**src/rtl/moving_avg_op.sv**
```systemverilog
// Sliding-window moving average: WIN = 2**LOG2_WIN sample circular buffer with a running sum.
// Optional macro MAVG_ROUND_EN selects round-half-up output instead of floor.
module moving_avg_op #(
    parameter int DATA_W   = 32,
    parameter int LOG2_WIN = 3
) (
    input  logic                Clk,
    input  logic                Rst,
    input  logic                clear,
    input  logic                in_valid,
    input  logic [DATA_W-1:0]   in_data,
    output logic                out_valid,
    output logic [DATA_W-1:0]   out_data,
    output logic [LOG2_WIN:0]   fill_cnt,
    output logic                full
);

    localparam int WIN   = 1 << LOG2_WIN;
    localparam int SUM_W = DATA_W + LOG2_WIN;

    localparam logic [LOG2_WIN:0]   WIN_C   = (LOG2_WIN+1)'(WIN);
    localparam logic [LOG2_WIN:0]   CNT_ONE = (LOG2_WIN+1)'(1);
    localparam logic [LOG2_WIN-1:0] PTR_ONE = LOG2_WIN'(1);

    logic [DATA_W-1:0]   buf_r [WIN];
    logic [LOG2_WIN-1:0] wr_ptr_r;
    logic [LOG2_WIN:0]   fill_cnt_r;
    logic [SUM_W-1:0]    sum_r;
    logic [DATA_W-1:0]   out_data_r;
    logic                out_valid_r;

    logic                full_s;
    logic [SUM_W-1:0]    in_ext_s;
    logic [SUM_W-1:0]    evict_ext_s;
    logic [SUM_W-1:0]    sum_next_s;
    logic [LOG2_WIN-1:0] ptr_next_s;
    logic [LOG2_WIN-1:0] wr_idx_s;
    logic [LOG2_WIN:0]   fill_next_s;
    logic [DATA_W-1:0]   mean_s;
`ifdef MAVG_ROUND_EN
    logic [DATA_W:0]     rnd_s;
`endif

    assign full_s    = (fill_cnt_r == WIN_C);
    assign full      = full_s;
    assign fill_cnt  = fill_cnt_r;
    assign out_data  = out_data_r;
    assign out_valid = out_valid_r;

    // Next-state for sum, pointer and fill count; evicted sample is the slot about to be overwritten.
    always_comb begin
        in_ext_s    = {{LOG2_WIN{in_data[DATA_W-1]}}, in_data};
        evict_ext_s = '0;
        sum_next_s  = sum_r;
        ptr_next_s  = wr_ptr_r;
        fill_next_s = fill_cnt_r;
        wr_idx_s    = wr_ptr_r;
        if (full_s) begin
            evict_ext_s = {{LOG2_WIN{buf_r[wr_ptr_r][DATA_W-1]}}, buf_r[wr_ptr_r]};
        end else begin
            evict_ext_s = '0;
        end
        if (clear) begin
            wr_idx_s = '0;
            if (in_valid) begin
                sum_next_s  = in_ext_s;
                ptr_next_s  = PTR_ONE;
                fill_next_s = CNT_ONE;
            end else begin
                sum_next_s  = '0;
                ptr_next_s  = '0;
                fill_next_s = '0;
            end
        end else if (in_valid) begin
            sum_next_s = sum_r + in_ext_s - evict_ext_s;
            ptr_next_s = wr_ptr_r + PTR_ONE;
            if (full_s) begin
                fill_next_s = fill_cnt_r;
            end else begin
                fill_next_s = fill_cnt_r + CNT_ONE;
            end
        end else begin
            sum_next_s  = sum_r;
            ptr_next_s  = wr_ptr_r;
            fill_next_s = fill_cnt_r;
        end
    end

    // Mean of the updated sum; rounding adds the bit just below the shift point.
    always_comb begin
`ifdef MAVG_ROUND_EN
        rnd_s = {sum_next_s[SUM_W-1], sum_next_s[SUM_W-1:LOG2_WIN]}
              + {{DATA_W{1'b0}}, sum_next_s[LOG2_WIN-1]};
        if (!rnd_s[DATA_W] && rnd_s[DATA_W-1]) begin
            mean_s = {1'b0, {(DATA_W-1){1'b1}}};
        end else begin
            mean_s = rnd_s[DATA_W-1:0];
        end
`else
        mean_s = sum_next_s[SUM_W-1:LOG2_WIN];
`endif
    end

    // Window state, buffer and registered result.
    always_ff @(posedge Clk) begin
        if (Rst) begin
            for (int i = 0; i < WIN; i++) begin
                buf_r[i] <= '0;
            end
            wr_ptr_r    <= '0;
            fill_cnt_r  <= '0;
            sum_r       <= '0;
            out_data_r  <= '0;
            out_valid_r <= 1'b0;
        end else begin
            if (in_valid) begin
                buf_r[wr_idx_s] <= in_data;
                out_data_r      <= mean_s;
            end else begin
                out_data_r      <= out_data_r;
            end
            wr_ptr_r    <= ptr_next_s;
            fill_cnt_r  <= fill_next_s;
            sum_r       <= sum_next_s;
            out_valid_r <= in_valid;
        end
    end

endmodule

```
**config.mk**
```make
export PLATFORM = sky130hd
export DESIGN_NAME = moving_avg_op
export DESIGN_NICKNAME = d
export VERILOG_FILES = /design/src/rtl/moving_avg_op.sv
export SDC_FILE = /design/constraint.sdc
export NUM_CORES = 1
export LEC_CHECK = 0
export ABC_AREA = 1
export BUFFER_PORTS_ARGS = -buffer_cell sky130_fd_sc_hd__buf_4
export CAP_MARGIN = 20
export CORE_ASPECT_RATIO = 0.7
export CORE_MARGIN = 3
export CORE_UTILIZATION = 50
export DETAILED_ROUTE_END_ITERATION = 8
export PLACE_DENSITY = 0.66
export SLEW_MARGIN = 20
export SYNTH_ARGS = -nofsm -noshare
export SYNTH_HDL_FRONTEND = slang
export SYNTH_SLANG_ARGS = --single-unit
```
**constraint.sdc**
```tcl
create_clock -name Clk -period 3.66 [get_ports Clk]
set_input_delay 0.732 -clock Clk [delete_from_list [all_inputs] [get_ports Clk]]
set_output_delay 0.732 -clock Clk [all_outputs]
set_load 0.01 [all_outputs]
```
## Word-level counts from Yosys, hierarchy flattened

Memories as Yosys holds them, arrays and structs flattened. A register that Yosys moved wholly into a read port is not among the register bits.
Cells that the tools add are included.

- Add/subtract/negate cells: 4
- Mux-type cells: 22
- Reduce and logical (&&, ||, !) cells: 3
- Equality and inequality tests: 2

Operators by type and width:

| kind | number |
|---|---|
| 35-bit 2-to-1 mux | 4 |
| 35-bit adder | 1 |
| 35-bit subtractor | 1 |
| 32-bit 2-to-1 mux | 1 |
| 32-bit OR reduction | 1 |
| 3-bit 2-to-1 mux | 6 |
| 4-bit 2-to-1 mux | 3 |
| 1-bit 2-to-1 mux | 8 |
| 4-bit by 1-bit adder with 4-bit output, second input constant | 1 |
| 4-bit == test, second input constant | 1 |
| 3-bit by 1-bit adder with 3-bit output, second input constant | 1 |
| 2-bit inequality test, second input constant | 1 |
| 2-bit AND reduction | 1 |
| 2-bit nonzero test | 1 |

- RAM bits: 256
- Memories: 1
- Word-level logic and storage cells: 38
- Register bits: 75

Memories:

| name | words | bits a word | read ports | clocked after memory_dff | write ports | RTL line | source |
|---|---|---|---|---|---|---|---|
| buf_r | 8 | 32 | 1 | 1 | 8 | 25 | `logic [DATA_W-1:0] buf_r [WIN];` |

## Longest topological paths before layout

- Depth in word-level cells: 5
- Gate-level depth with buffers: 26

## Least setup slack after synthesis

Ideal clock, no wire load.

- Path kind: flip-flop to flip-flop
- Start point: register fill_cnt_r[0] (netlist: fill_cnt[0])
- End point: register out_data_r[30] (netlist: out_data[30])
- Period minus slack after synthesis: 3,192 ps
- Data arrival time: 3,080 ps
- Required time: 3,548 ps
- Cell stages (with the launch flop): 21
- Path buffers: 1
- Library setup time: 112 ps
- Path slack: 468 ps
- Path through: dfxtp_1 > inv_1 > ha_1 > nand2_1 > nor2_1 > clkbuf_1 > o21ai_0 > a31oi_1 > fa_1 > inv_1 > ha_1 > inv_1 > o21ai_0 > o21ai_0 > nand2_1 > a21oi_1 > nand3_1 > nand3_1 > nand2_1 > nand2_1 > nand2_1

- Word-level cells in the longest chain between the ends: 5

RTL lines:

| what | RTL line | source |
|---|---|---|
| start: declaration | 27 | `logic [LOG2_WIN:0] fill_cnt_r;` |
| start signal: assignment | 123 | `fill_cnt_r <= fill_next_s;` |
| 4-bit == test | 44 | `assign full_s = (fill_cnt_r == WIN_C);` |
| via full | 15 | `output logic full` |
| 35-bit 2-to-1 mux | 58 | `if (full_s) begin` |
| 35-bit subtractor | 75 | `sum_next_s = sum_r + in_ext_s - evict_ext_s;` |
| 35-bit 2-to-1 mux | 74 | `end else if (in_valid) begin` |
| 35-bit 2-to-1 mux | 63 | `if (clear) begin` |
| end signal: assignment | 118 | `out_data_r <= mean_s;` |
| end signal: assignment | 120 | `out_data_r <= out_data_r;` |
| end: declaration | 29 | `logic [DATA_W-1:0] out_data_r;` |

The timed path passes the listed nets, and every way through them passes these cells. The select of a mux whose other input is x is not followed.
A chain may end at the register's enable or synchronous reset.

## Worst setup path in the final report

- Start point: register fill_cnt_r[0] (netlist: fill_cnt[0])
- End point: register out_data_r[7] (netlist: out_data[7])

- Word-level cells in the longest chain between the ends: 5

RTL lines:

| what | RTL line |
|---|---|
| 4-bit == test | 44 |
| 35-bit 2-to-1 mux | 58 |
| 35-bit subtractor | 75 |
| 35-bit 2-to-1 mux | 74 |
| 35-bit 2-to-1 mux | 63 |

Every way passes these cells. The select of a mux whose other input is x is not followed.

==> flow_summary.toml <==
[status]
status = "complete, no violations"

[global_routing]
grt_max_degree = 59
grt_usage_pct = 28.6
first_global_vias = 14500
grt_pass1_wl_um = 82400
gr-total-overflow = 0
antenna_found_initial = 1

[layout]
fin_util_pct = 63.7
area_delta_synth_final_pct = 23.4
nNetsFinal = 2342
diodes = 0
drive_above_1_share_pct = 21.8

[power]
p_clk_share_pct = 33.8
p_leak_nw = 9.24
seqPwrFrac_pct = 41.2
switching_share_pct = 30.2
powerDensity_nw_per_um2 = 484
p_sw_w = 0.00317
p_int_w = 0.00733
total_power_w = 0.0105
pwr-share-comb_pct = 25.0
ir_drop_v = 0.000340

[routing]
drtIter0Drc = 1595
top_layer_used = "met5"
num_vias = 15200
ant_nets = 0
wl_per_cell_um = 20.4
dr_wl_met3_um = 4520
vias_per_cell = 5.58
dr.pass1.iters = 5
met2_length_um = 24700
wirelength_met1_um = 23800
drc = 0
drt_wl_total_um = 55400

[synth]
ys_top_cells_by_area = "edfxtp_1, nor2_1, dfxtp_1"
synthesis.area_um2 = 17600
synth_fp_nets = 2155
syn_inst = 2046
yosysUniqueCellTypes = 38
ys_seq_area_share_pct = 52.6
avgSynthCellArea_um2 = 8.59
yosysTopAreaCell = "edfxtp_1"
yosys_register_bits = 334
netlist.area_leader.share_pct = 43.7
yosys_warnings = 0

[placed_design]
hpwl_um = 36900
io_buffers = 73
place.gp.congestion = 0.976

[setup_path]
crit_required_ns = 4.07
crit_type = "reg -> reg"
worst_setup_path_start_kind = "register"
arrival_ns = 4.02
worst_setup_path_end_kind = "register"
critPathMaxFanout = 7

[timing]
setup_violations = 0
tightest_slew_ns = 0.768
fmax_mhz = 278
final.min_clock_period_ns = 3.60
rsz0062_at_grt = "true"
slew_viol_final = 0
slew_headroom_pct = 48.7
hold_violations = 0
fin_worst_skew_ns = 0.0170
min_period_over_period_pct = 98.4

[cts]
cts_buffer_depth = 3
h-tree-depth = 2
clock_latency_ns = 0.54
root_buffer = "clkbuf_16"
clk_pin_slew_ns = 0.06
cts_tree = "done"
cts_made_buffers = 34
cts.sinks = 334

[floorplanning]
die_x_um = 230
core_area_um2 = 34100
die_h_um = 163
pin_count = 74
rows = 56
start_util_pct = 51.6
die_area_um2 = 37500

[min_path]
min_path_type = "reg -> reg"

[job]
cap_violations = 0
-- cells by family (layout without fill, tap and decap cells) --
group,Yosys count,after routing,synth area share [%]
flip-flops,334,334,52.6
AND/OR/NAND/NOR,876,876,19.8
XOR/XNOR,15,15,0.748
adder cells (fa/ha/maj),73,73,6.65
AO/OA/AOI/OAI,381,381,12.0
buffers and inverters,367,578,8.18
-- critical path, stage by stage, from the launching register on --
cell	delay (ns)
dfxtp_1	0.31
inv_1	0.08
ha_1	0.16
nand2_2	0.07
nor2_4	0.19
buf_12	0.18
buf_8	0.14
o21ai_1	0.07
a31oi_1	0.23
fa_1	0.46
inv_1	0.07
ha_2	0.30
nand2_1	0.08
nand2_1	0.06
inv_2	0.07
nand2_1	0.08
inv_1	0.09
nand3_2	0.13
buf_4	0.16
xnor2_1	0.24
o21bai_1	0.10
inv_1	0.14
o21ai_1	0.08
-- cell usage after synthesis --
cell / number
nor3_1: 11
dfxtp_1: 78
o21ai_0: 193
or2_2: 1
inv_1: 232
o21ai_2: 1
inv_2: 32
a21oi_1: 56
nor2_2: 3
a21oi_2: 2
xor2_1: 4
ha_1: 39
buf_1: 4
o211ai_1: 2
nand3_1: 43
clkbuf_1: 47
nand3_2: 4
nor2_4: 1
and2_0: 1
nand2_1: 270
buf_4: 2
o22ai_1: 58
o21a_1: 1
o21ai_1: 10
o21bai_1: 12
nand3b_1: 2
buf_2: 42
nor2_1: 514
nor3_2: 2
xnor2_1: 11
o221ai_1: 6
a21boi_1: 3
edfxtp_1: 256
nand2_2: 19
a31oi_1: 37
nand4_1: 5
fa_1: 34
clkinv_1: 8
-- placed cells by master (no fill, tap or decap), drive strengths merged, types with 3 or more instances in the layout --
cell	count
nor2	518
nand2	289
inv	265
edfxtp	256
buf	240
o21ai	204
dfxtp	78
o22ai	58
a21oi	58
nand3	47
clkbuf	46
ha	39
a31oi	37
fa	34
clkinv	22
nor3	13
o21bai	12
xnor2	11
o221ai	6
nand4	5
xor2	4
bufinv	4
a21boi	3
-- final timing paths --
path	start	end	slack (ns)	cells after the start
hold reg to reg	out_data[23]	out_data[23]	0.45	2
setup / recovery	fill_cnt[0]	out_data[7]	0.06	22
hold / removal	out_data[23]	out_data[23]	0.45	2
setup reg to reg	fill_cnt[0]	out_data[7]	0.06	22
-- metal layers --
metal | GRT usage (%) | vias to the layer above
met5 | 0.651 | -
met4 | 10.9 | 2
met3 | 5.03 | 126
met2 | 44.9 | 680
met1 | 39.8 | 7290
li1 | - | 7093
-- layout make-up --
cell class,instances,area (um^2)
Tap cell,464,581
Inverter,272,1030
Sequential cell,334,9250
Fill cell,2956,12400
Clock buffer,40,895
Multi-Input combinational cell,1345,7590
Clock inverter,20,194
Timing Repair Buffer,246,2130
-- sequential cells by signal, summed over array words and instances, names as in the netlist, named ones only --
register and flops:
out_valid 1, buf_r 256, sum_r 35, out_data 32
fill_cnt 4, wr_ptr_r 3
-- metrics by stage --
step / hold slack [ns] / TNS, ns / cells / setup slack, ns / cell area [um^2]
after floorplan: 0.463 / 0 / 2046 / 0.468 / 17600
after global placement: 0.438 / -0.226 / 2646 / -0.0819 / 19600
after detailed placement: 0.442 / -0.431 / 2646 / -0.0684 / 19600
after CTS: 0.455 / 0 / 2706 / 0.00270 / 20700
after global routing: 0.467 / -1.42 / 2721 / -0.110 / 21700
final: 0.452 / 0 / 2721 / 0.0576 / 21700
-- power by group through the flow --
stage	Sequential, W	Clock, W	Combinational [W]
finish	0.00433	0.00355	0.00263
global route	0.00435	0.00371	0.00287
CTS	0.00433	0.00358	0.00222
detailed placement	0.00441	0	0.00220
global placement	0.00440	0	0.00218
floorplan	0.00441	0	0.00134
-- timing repair --
item / in CTS / in global routing
hold buffers: 0 / 0
setup endpoints to repair: 22 / 58
gates cloned: 0 / 7
pin swaps: 0 / 36
gates resized for setup: 8 / 215
setup buffers: 0 / 8
Note: power is estimated with default switching activity, not from simulation.
